## src/rtl/uart_rx_ctrl.sv

```systemverilog
// rtl/uart_rx_ctrl.sv - UART receive frame sequencer: start detect, bit timing, deserialize, parity/stop check
`timescale 1ns/1ps
module uart_rx_ctrl #(
    parameter int DATA_W  = 8,
    parameter int PRESC_W = 6
) (
    input  logic               clk,
    input  logic               rst,
    input  logic               RX_IN,
    input  logic [PRESC_W-1:0] prescale,
    input  logic               PAR_EN,
    input  logic               PAR_TYP,
    input  logic               sampled_bit,
    output logic [PRESC_W-1:0] edge_cnt,
    output logic [3:0]         bit_cnt,
    output logic               dat_samp_en,
    output logic [DATA_W-1:0]  P_DATA,
    output logic               data_valid,
    output logic               par_err,
    output logic               stp_err
);

    localparam int IDX_W = $clog2(DATA_W);
    localparam logic [PRESC_W-1:0] PRESC_ONE = {{(PRESC_W-1){1'b0}}, 1'b1};

    typedef enum logic [2:0] {
        IDLE   = 3'd0,
        START  = 3'd1,
        DATA   = 3'd2,
        PARITY = 3'd3,
        STOP   = 3'd4
    } state_t;

    state_t             state;
    state_t             state_nxt;
    logic [PRESC_W-1:0] presc_q;
    logic [PRESC_W-1:0] presc_last;
    logic               par_en_q;
    logic               par_typ_q;
    logic [DATA_W-1:0]  shreg;
    logic [IDX_W-1:0]   bit_idx;
    logic               frame_par_bad;
    logic               bit_end;
    logic               start_det;
    logic               shift_en;
    logic               par_chk;
    logic               stop_chk;
    logic               par_mismatch;

    // An illegal prescale of 0 wraps presc_last to all-ones, so bit end is still reached
    always_comb begin
        presc_last   = presc_q - PRESC_ONE;
        bit_end      = (edge_cnt == presc_last);
        bit_idx      = IDX_W'(bit_cnt - 4'd1);
        par_mismatch = sampled_bit != ((^shreg) ^ par_typ_q);
        dat_samp_en  = (state != IDLE);
    end

    // State register
    always_ff @(posedge clk or negedge rst) begin
        if (!rst) begin
            state <= IDLE;
        end else begin
            state <= state_nxt;
        end
    end

    // Next-state decode and per-cycle datapath strobes, all decisions on bit end
    always_comb begin
        state_nxt = state;
        start_det = 1'b0;
        shift_en  = 1'b0;
        par_chk   = 1'b0;
        stop_chk  = 1'b0;
        case (state)
            IDLE: begin
                if (!RX_IN) begin
                    start_det = 1'b1;
                    state_nxt = START;
                end
            end
            START: begin
                if (bit_end) begin
                    state_nxt = sampled_bit ? IDLE : DATA;
                end
            end
            DATA: begin
                if (bit_end) begin
                    shift_en = 1'b1;
                    if (bit_cnt == 4'(DATA_W)) begin
                        state_nxt = par_en_q ? PARITY : STOP;
                    end
                end
            end
            PARITY: begin
                if (bit_end) begin
                    par_chk   = 1'b1;
                    state_nxt = STOP;
                end
            end
            STOP: begin
                if (bit_end) begin
                    stop_chk = 1'b1;
                    if (!RX_IN) begin
                        start_det = 1'b1;
                        state_nxt = START;
                    end else begin
                        state_nxt = IDLE;
                    end
                end
            end
            default: state_nxt = IDLE;
        endcase
    end

    // Oversample and bit counters; both restart on start detection and rest at 0 in IDLE
    always_ff @(posedge clk or negedge rst) begin
        if (!rst) begin
            edge_cnt <= '0;
            bit_cnt  <= '0;
        end else if (start_det || state_nxt == IDLE) begin
            edge_cnt <= '0;
            bit_cnt  <= '0;
        end else if (bit_end) begin
            edge_cnt <= '0;
            bit_cnt  <= bit_cnt + 4'd1;
        end else begin
            edge_cnt <= edge_cnt + PRESC_ONE;
        end
    end

    // Frame configuration is frozen at start detection so mid-frame changes are ignored
    always_ff @(posedge clk or negedge rst) begin
        if (!rst) begin
            presc_q   <= '0;
            par_en_q  <= 1'b0;
            par_typ_q <= 1'b0;
        end else if (start_det) begin
            presc_q   <= prescale;
            par_en_q  <= PAR_EN;
            par_typ_q <= PAR_TYP;
        end
    end

    // LSB-first deserializer: data bit n lands in shreg[n] when bit_cnt = n+1
    always_ff @(posedge clk or negedge rst) begin
        if (!rst) begin
            shreg <= '0;
        end else if (shift_en) begin
            shreg[bit_idx] <= sampled_bit;
        end
    end

    // Parity result of the frame in flight, kept apart from par_err so a back-to-back
    // frame is judged on its own parity rather than the previous frame's flag
    always_ff @(posedge clk or negedge rst) begin
        if (!rst) begin
            frame_par_bad <= 1'b0;
        end else if (start_det) begin
            frame_par_bad <= 1'b0;
        end else if (par_chk) begin
            frame_par_bad <= par_mismatch;
        end
    end

    // Error flags, byte output and one-cycle valid strobe
    always_ff @(posedge clk or negedge rst) begin
        if (!rst) begin
            P_DATA     <= '0;
            data_valid <= 1'b0;
            par_err    <= 1'b0;
            stp_err    <= 1'b0;
        end else begin
            data_valid <= 1'b0;
            if (stop_chk) begin
                par_err <= frame_par_bad;
                stp_err <= ~sampled_bit;
                if (!frame_par_bad && sampled_bit) begin
                    P_DATA     <= shreg;
                    data_valid <= 1'b1;
                end
            end else if (par_chk) begin
                par_err <= par_mismatch;
            end else if (start_det) begin
                par_err <= 1'b0;
                stp_err <= 1'b0;
            end
        end
    end

endmodule

```

## config.mk

```make
export PLATFORM = sky130hd
export DESIGN_NAME = uart_rx_ctrl
export DESIGN_NICKNAME = d
export VERILOG_FILES = /design/src/rtl/uart_rx_ctrl.sv
export SDC_FILE = /design/constraint.sdc
export NUM_CORES = 1
export LEC_CHECK = 0
export CORE_ASPECT_RATIO = 1.75
export CORE_MARGIN = 2
export CORE_UTILIZATION = 30
export CTS_BUF_LIST = sky130_fd_sc_hd__clkbuf_8 sky130_fd_sc_hd__clkbuf_16
export CTS_CLUSTER_DIAMETER = 50
export DETAILED_ROUTE_END_ITERATION = 10
export GPL_TIMING_DRIVEN = 0
export SYNTH_ARGS = -nofsm -noshare
export SYNTH_HDL_FRONTEND = slang
export SYNTH_SLANG_ARGS = --single-unit
```

## constraint.sdc

```tcl
create_clock -name clk -period 3.7 [get_ports clk]
set_clock_uncertainty 0.1 [all_clocks]
set_input_delay 0.555 -clock clk [delete_from_list [all_inputs] [get_ports clk]]
set_output_delay 0.555 -clock clk [all_outputs]
set_load 0.01 [all_outputs]
```

# [Yosys cells after proc, flatten, opt, wreduce, memory -nomap -nowiden]
# Cells that the tools add are included.
[op_classes] n_addsub=4 mul=0 div=0 order_cmp=2 eq_ne=8 shift=0 n_mux=33 bitwise_logic=2 n_reduce_logical=14
[op_table] op="$mux W3" n=7
[op_table] op="$mux W1" n=17
[op_table] op="$pmux W3 S5" n=1
[op_table] op="$mux W6" n=2
[op_table] op="$bwmux W8" n=1
[op_table] op="$mux W4" n=2
[op_table] op="$reduce_xor A8 Y1" n=1
[op_table] op="$add A6 B1 Y6 const B" n=1
[op_table] op="$eq A3 B2 Y1 const B" n=2
[op_table] op="$eq A6 B6 Y1" n=1
[op_table] op="$logic_not A3 Y1" n=2
[op_table] op="$reduce_bool A2 Y1" n=3
[op_table] op="$reduce_bool A3 Y1" n=2
[op_table] op="$sub A6 B1 Y6 const B" n=1
[op_table] op="$add A4 B1 Y4 const B" n=1
[op_table] op="$eq A4 B4 Y1 const B" n=1
[op_table] op="$lt A3 B4 Y1 const B" n=1
[op_table] op="$reduce_and A2 Y1" n=2
[op_table] op="$demux W1 S3" n=1
[op_table] op="$eq A3 B1 Y1 const B" n=1
[op_table] op="$eq A3 B3 Y1 const B" n=1
[op_table] op="$ge A3 B1 Y1 const B" n=1
[op_table] op="$sub A3 B1 Y3 const B" n=1
[op_table] op="$logic_and A1 B1 Y1" n=2
[op_table] op="other kinds (8)" n=8
[word_totals] ff_bits=41 latch_bits=0 ramBits=0 rom_bits=0 in_bits=12 out_inout_bits=22 wordCells=75 memories=0

# [Logic depth before layout (Yosys ltp)]
[logic_depth] depth_word=7 mapped_depth=9 mapped_depth_nobuf=8

# [Worst setup path after synthesis]
# No wires, ideal clock.
[synth_path] path_kind="register to register" start="reg presc_q[0]" end="reg P_DATA[0]" setup_time_ps=125 t_arrival_ps=2352 required_ps=3475 setup_slack_ps=1124 stages_incl_launch_ff=9 n_path_buf=0 period_less_slack_ps=2576 cell_sequence="dfrtp_1 > inv_1 > ha_1 > nor2b_1 > or3_1 > a31oi_4 > nand3_4 > nor4_4 > mux2_2"
[synth_via] elab_chain_cells=5
[synth_rtl] element="start: declaration" line_no="36" rtl="logic [PRESC_W-1:0] presc_q;"
[synth_rtl] element="start signal: assignment" line_no="139" rtl="presc_q <= prescale;"
[synth_rtl] element="$sub A6 B1 Y6" line_no="52" rtl="presc_last = presc_q - PRESC_ONE;"
[synth_rtl] element="$eq A6 B6 Y1" line_no="53" rtl="bit_end = (edge_cnt == presc_last);"
[synth_rtl] element="$mux W1" line_no="102" rtl="if (bit_end) begin"
[synth_rtl] element="$mux W1" line_no="75" rtl="case (state)"
[synth_rtl] element="$reduce_and A2 Y1 (no source line)"
[synth_rtl] element="end signal: assignment" line_no="179" rtl="P_DATA <= shreg;"
[synth_rtl] element="end: declaration" line_no="17" rtl="output logic [DATA_W-1:0] P_DATA,"
# Every way passes these cells.
# A chain may end at the register's enable or synchronous reset.

# [Worst setup path after layout]
[layout_path] start="reg presc_q[0]" end="reg P_DATA[6]"
# The elaborated chain is that of the path after synthesis.

==> flow_metrics.env <==
export IMPL_crit_reg2reg_launch="presc_q[0]"
export IMPL_timing_critical_path_slowest_stage_cell="nor4_4"
export IMPL_post_cts_setup_buffers=0
export IMPL_grt_start_max_net_pins=27
export IMPL_ctsRootBufferMaster="clkbuf_16"
export IMPL_route_vias_total=1626
export IMPL_floorplan_rows=41
export IMPL_dp_hpwl_um=3590
export IMPL_final_cells=327
export IMPL_grt_setup_unrepaired="false"
export IMPL_multi_input_area_mm2=0.00112
export IMPL_worst_setup_path_type="reg -> reg"
export IMPL_synth_enable_flop_cells=0
export IMPL_vdd_drop_max_mv=0.252
export IMPL_maxCapViolations=0
export IMPL_p_total_mw=0.913
export IMPL_cp_start_kind="flop"
export IMPL_cts_tree="yes"
export IMPL_ys_async_sr_fraction=1.00
export IMPL_power_density_mw_per_mm2=326
export IMPL_first_pass_grt_wire_length_um=7850
export IMPL_yosys_register_bits=41
export IMPL_clock_sinks=41
export IMPL_totalNegativeSetupSlack_ns=0
export IMPL_worstMarginPinSlew_ns=0.648
export IMPL_final_hold_violation_count=0
export IMPL_register_to_register_setup_slack_ns=0.78
export IMPL_grt_overflow_total=0
export IMPL_syn_to_final_growth_pct=27.0
export IMPL_synth_nets=217
export IMPL_timing_critical_path_to="P_DATA[6]"
export IMPL_cpLargestDelayFamily="simple AND/OR/NAND/NOR gates"
export IMPL_cts_hold_fix_buffers=0
export IMPL_setup_viol_count_final=0
export IMPL_end_kind="flop"
export IMPL_vias_per_cell=4.97
export IMPL_clk_latency_ns=0.29
export IMPL_status="complete, no violations"
export IMPL_clockBufferDepth=2
export IMPL_timing_final_crit_share=0.790
export IMPL_cts_htree_levels=2
export IMPL_std_cell_core_area_mm2=0.00718
export IMPL_die_area_mm2=0.00809
export IMPL_mappedNetlistArea_mm2=0.00221
export IMPL_buffer_ports_inserted=33
export IMPL_first_global_vias=1712
export IMPL_synth_seq_area_share=0.465
export IMPL_antenna_found_initial=0
export IMPL_drt_antenna_violating_nets=0
export IMPL_final_net_count=258
export IMPL_p_leak_nw=1.19
export IMPL_crit_path_max_incr_delay_ns=0.60
export IMPL_boundaryPins=34
export IMPL_sequential_cell_area_mm2=0.00103
export IMPL_chipHeight_um=118
export IMPL_rr_endpoint="P_DATA[6]"
export IMPL_synth_flop_cell="dfrtp_1"
export IMPL_routabilityCongestion=0.786
export IMPL_postSynthAreaPerCell_um2=11.0
export IMPL_post_detailed_route_wirelength_per_cell_um=14.4
export IMPL_cts_made_buffers=5
export IMPL_pins_over_their_slew_limit=0
export IMPL_synthCells=200
export IMPL_dieWidth_um=68.9
export IMPL_initial_util=0.307
export IMPL_final_layout_size_suffix_gt1_frac=0.170
export IMPL_required_ns=3.77
export IMPL_critPathBufInv=1
export IMPL_post_route_min_period_ns=2.92
export IMPL_cts_resized_gates=0
export IMPL_drt_pass1_iterations=4
export IMPL_detailedRoute_firstIterationViolations=41
export IMPL_remaining_drc_errors=0
export IMPL_cts_clk_slew_worst_paths_ns=0.06
export IMPL_yosys_warnings=0
export IMPL_critical_path_cell_chain="inv_1, ha_1, nor2b_1, or3_1, a31oi_4, nand3_4, nor4_4, mux2_2"
export IMPL_fillCellCount=750
export IMPL_insertedDiodeCount=0
export IMPL_dp_cells=320
export IMPL_totalWireLength_um=4710
export IMPL_timing_critical_path_from="presc_q[0]"
export IMPL_maxClockFrequency_mhz=342
export IMPL_critical_path_depth=8
export IMPL_final_core_utilization=0.390
export IMPL_ff2ff_path_depth=8
export IMPL_relSlewSlack=0.564
export IMPL_post_synth_num_cell_types=38
export IMPL_path_class_of_the_lowest_slack_min_delay_path="in -> async"
export IMPL_critPathArrivalTime_ns=2.99
export IMPL_grt_usage=0.131
export IMPL_critical_path_peak_fanout=9
[state kept, by name, summed over array words and instances, names as in the netlist]
register	cells
par_en_q	1
par_err	1
stp_err	1
presc_q	6
frame_par_bad	1
edge_cnt	6
state	3
data_valid	1
par_typ_q	1
shreg	8
bit_cnt	4
P_DATA	8
[synthesized netlist by cell type (2+ instances only)]
cell type	number	share of area
buf_2	2	0.0045
nand3_1	5	0.011
clkbuf_1	6	0.010
nor3_2	2	0.0091
mux2_2	25	0.13
xor2_1	4	0.016
inv_1	8	0.014
a21oi_1	3	0.0068
nor3_1	11	0.025
or3_1	4	0.011
ha_1	5	0.028
and3_1	3	0.0085
o21ai_0	7	0.016
a31oi_1	2	0.0057
dfrtp_1	41	0.46
nand2_1	8	0.014
nand3b_1	2	0.0068
nor2_1	13	0.022
mux2i_1	3	0.014
and4_1	2	0.0079
xnor2_1	21	0.083
nor4_1	4	0.011
nor2b_1	2	0.0057
a21o_1	2	0.0068
a211oi_1	2	0.0068
[worst min path at each step]
stage / to / slack, ns / cells past startpoint / startpoint
2_1_floorplan: P_DATA[0] / 0.16 / 0 / rst
3_3_place_gp: P_DATA[5] / 0.39 / 1 / P_DATA[5]
3_5_place_dp: P_DATA[2] / 0.40 / 1 / P_DATA[2]
4_1_cts: presc_q[3] / 0.10 / 1 / rst
5_1_grt: presc_q[3] / 0.12 / 1 / rst
6_report: presc_q[3] / 0.09 / 1 / rst
[where the power goes]
part           internal (mW)  switching, mW
clock                  0.262          0.167
sequential             0.449        0.00105
combinational         0.0156         0.0182
total                  0.727          0.186
[layer usage]
metal  track usage  up-vias  wire length (um)
met5             0        -                 0
met4        0.0821        0               180
met3        0.0325       11               197
met2         0.222       33              2530
met1         0.136      794              1810
li1              -      788                 -
[cells in the final DEF, fill, tap and decap left out, types with 4 or more instances in the layout]
cell type        Yosys  layout
nand3_1              5       5
nor2_1              13      13
clkdlybuf4s50_1      0      32
xor2_1               4       4
nand2_1              8       8
mux2_2              25      25
o21ai_0              7       7
or3_1                4       4
nor3_1              11      11
ha_1                 5       5
inv_1                8       9
dfrtp_1             41      41
xnor2_1             21      21
clkbuf_1             6       6
clkbuf_16            0       5
nor4_1               4       4
[logic make-up after synthesis]
family                     Yosys count  share of synthesized area
AOI/OAI and AO/OA                   23                     0.0748
adders and majority gates            5                     0.0283
buffers and inverters               16                     0.0283
and+or+nand+nor                     62                      0.164
DFF                                 41                      0.465
xor gates and xnor gates            25                     0.0992
muxes                               28                      0.141
[through the flow]
step / setup WS [ns] / hold WS [ns] / area (um2)
3_3_place_gp: 0.792 / 0.392 / 2650
2_1_floorplan: 1.12 / 0.159 / 2210
3_5_place_dp: 0.752 / 0.399 / 2660
6_report: 0.778 / 0.0920 / 2800
5_1_grt: 0.587 / 0.125 / 2800
4_1_cts: 0.736 / 0.105 / 2800
[final cells by class]
class,count,share of cell area
sequential,41,0.366
tap,86,0.0384
clock buffer,6,0.0495
clock inverter,1,0.00134
inverter,8,0.0107
timing repair buffer,34,0.123
multi-input combinational,143,0.399
buffer,8,0.0116
Note: power is estimated with default switching activity, not from simulation.
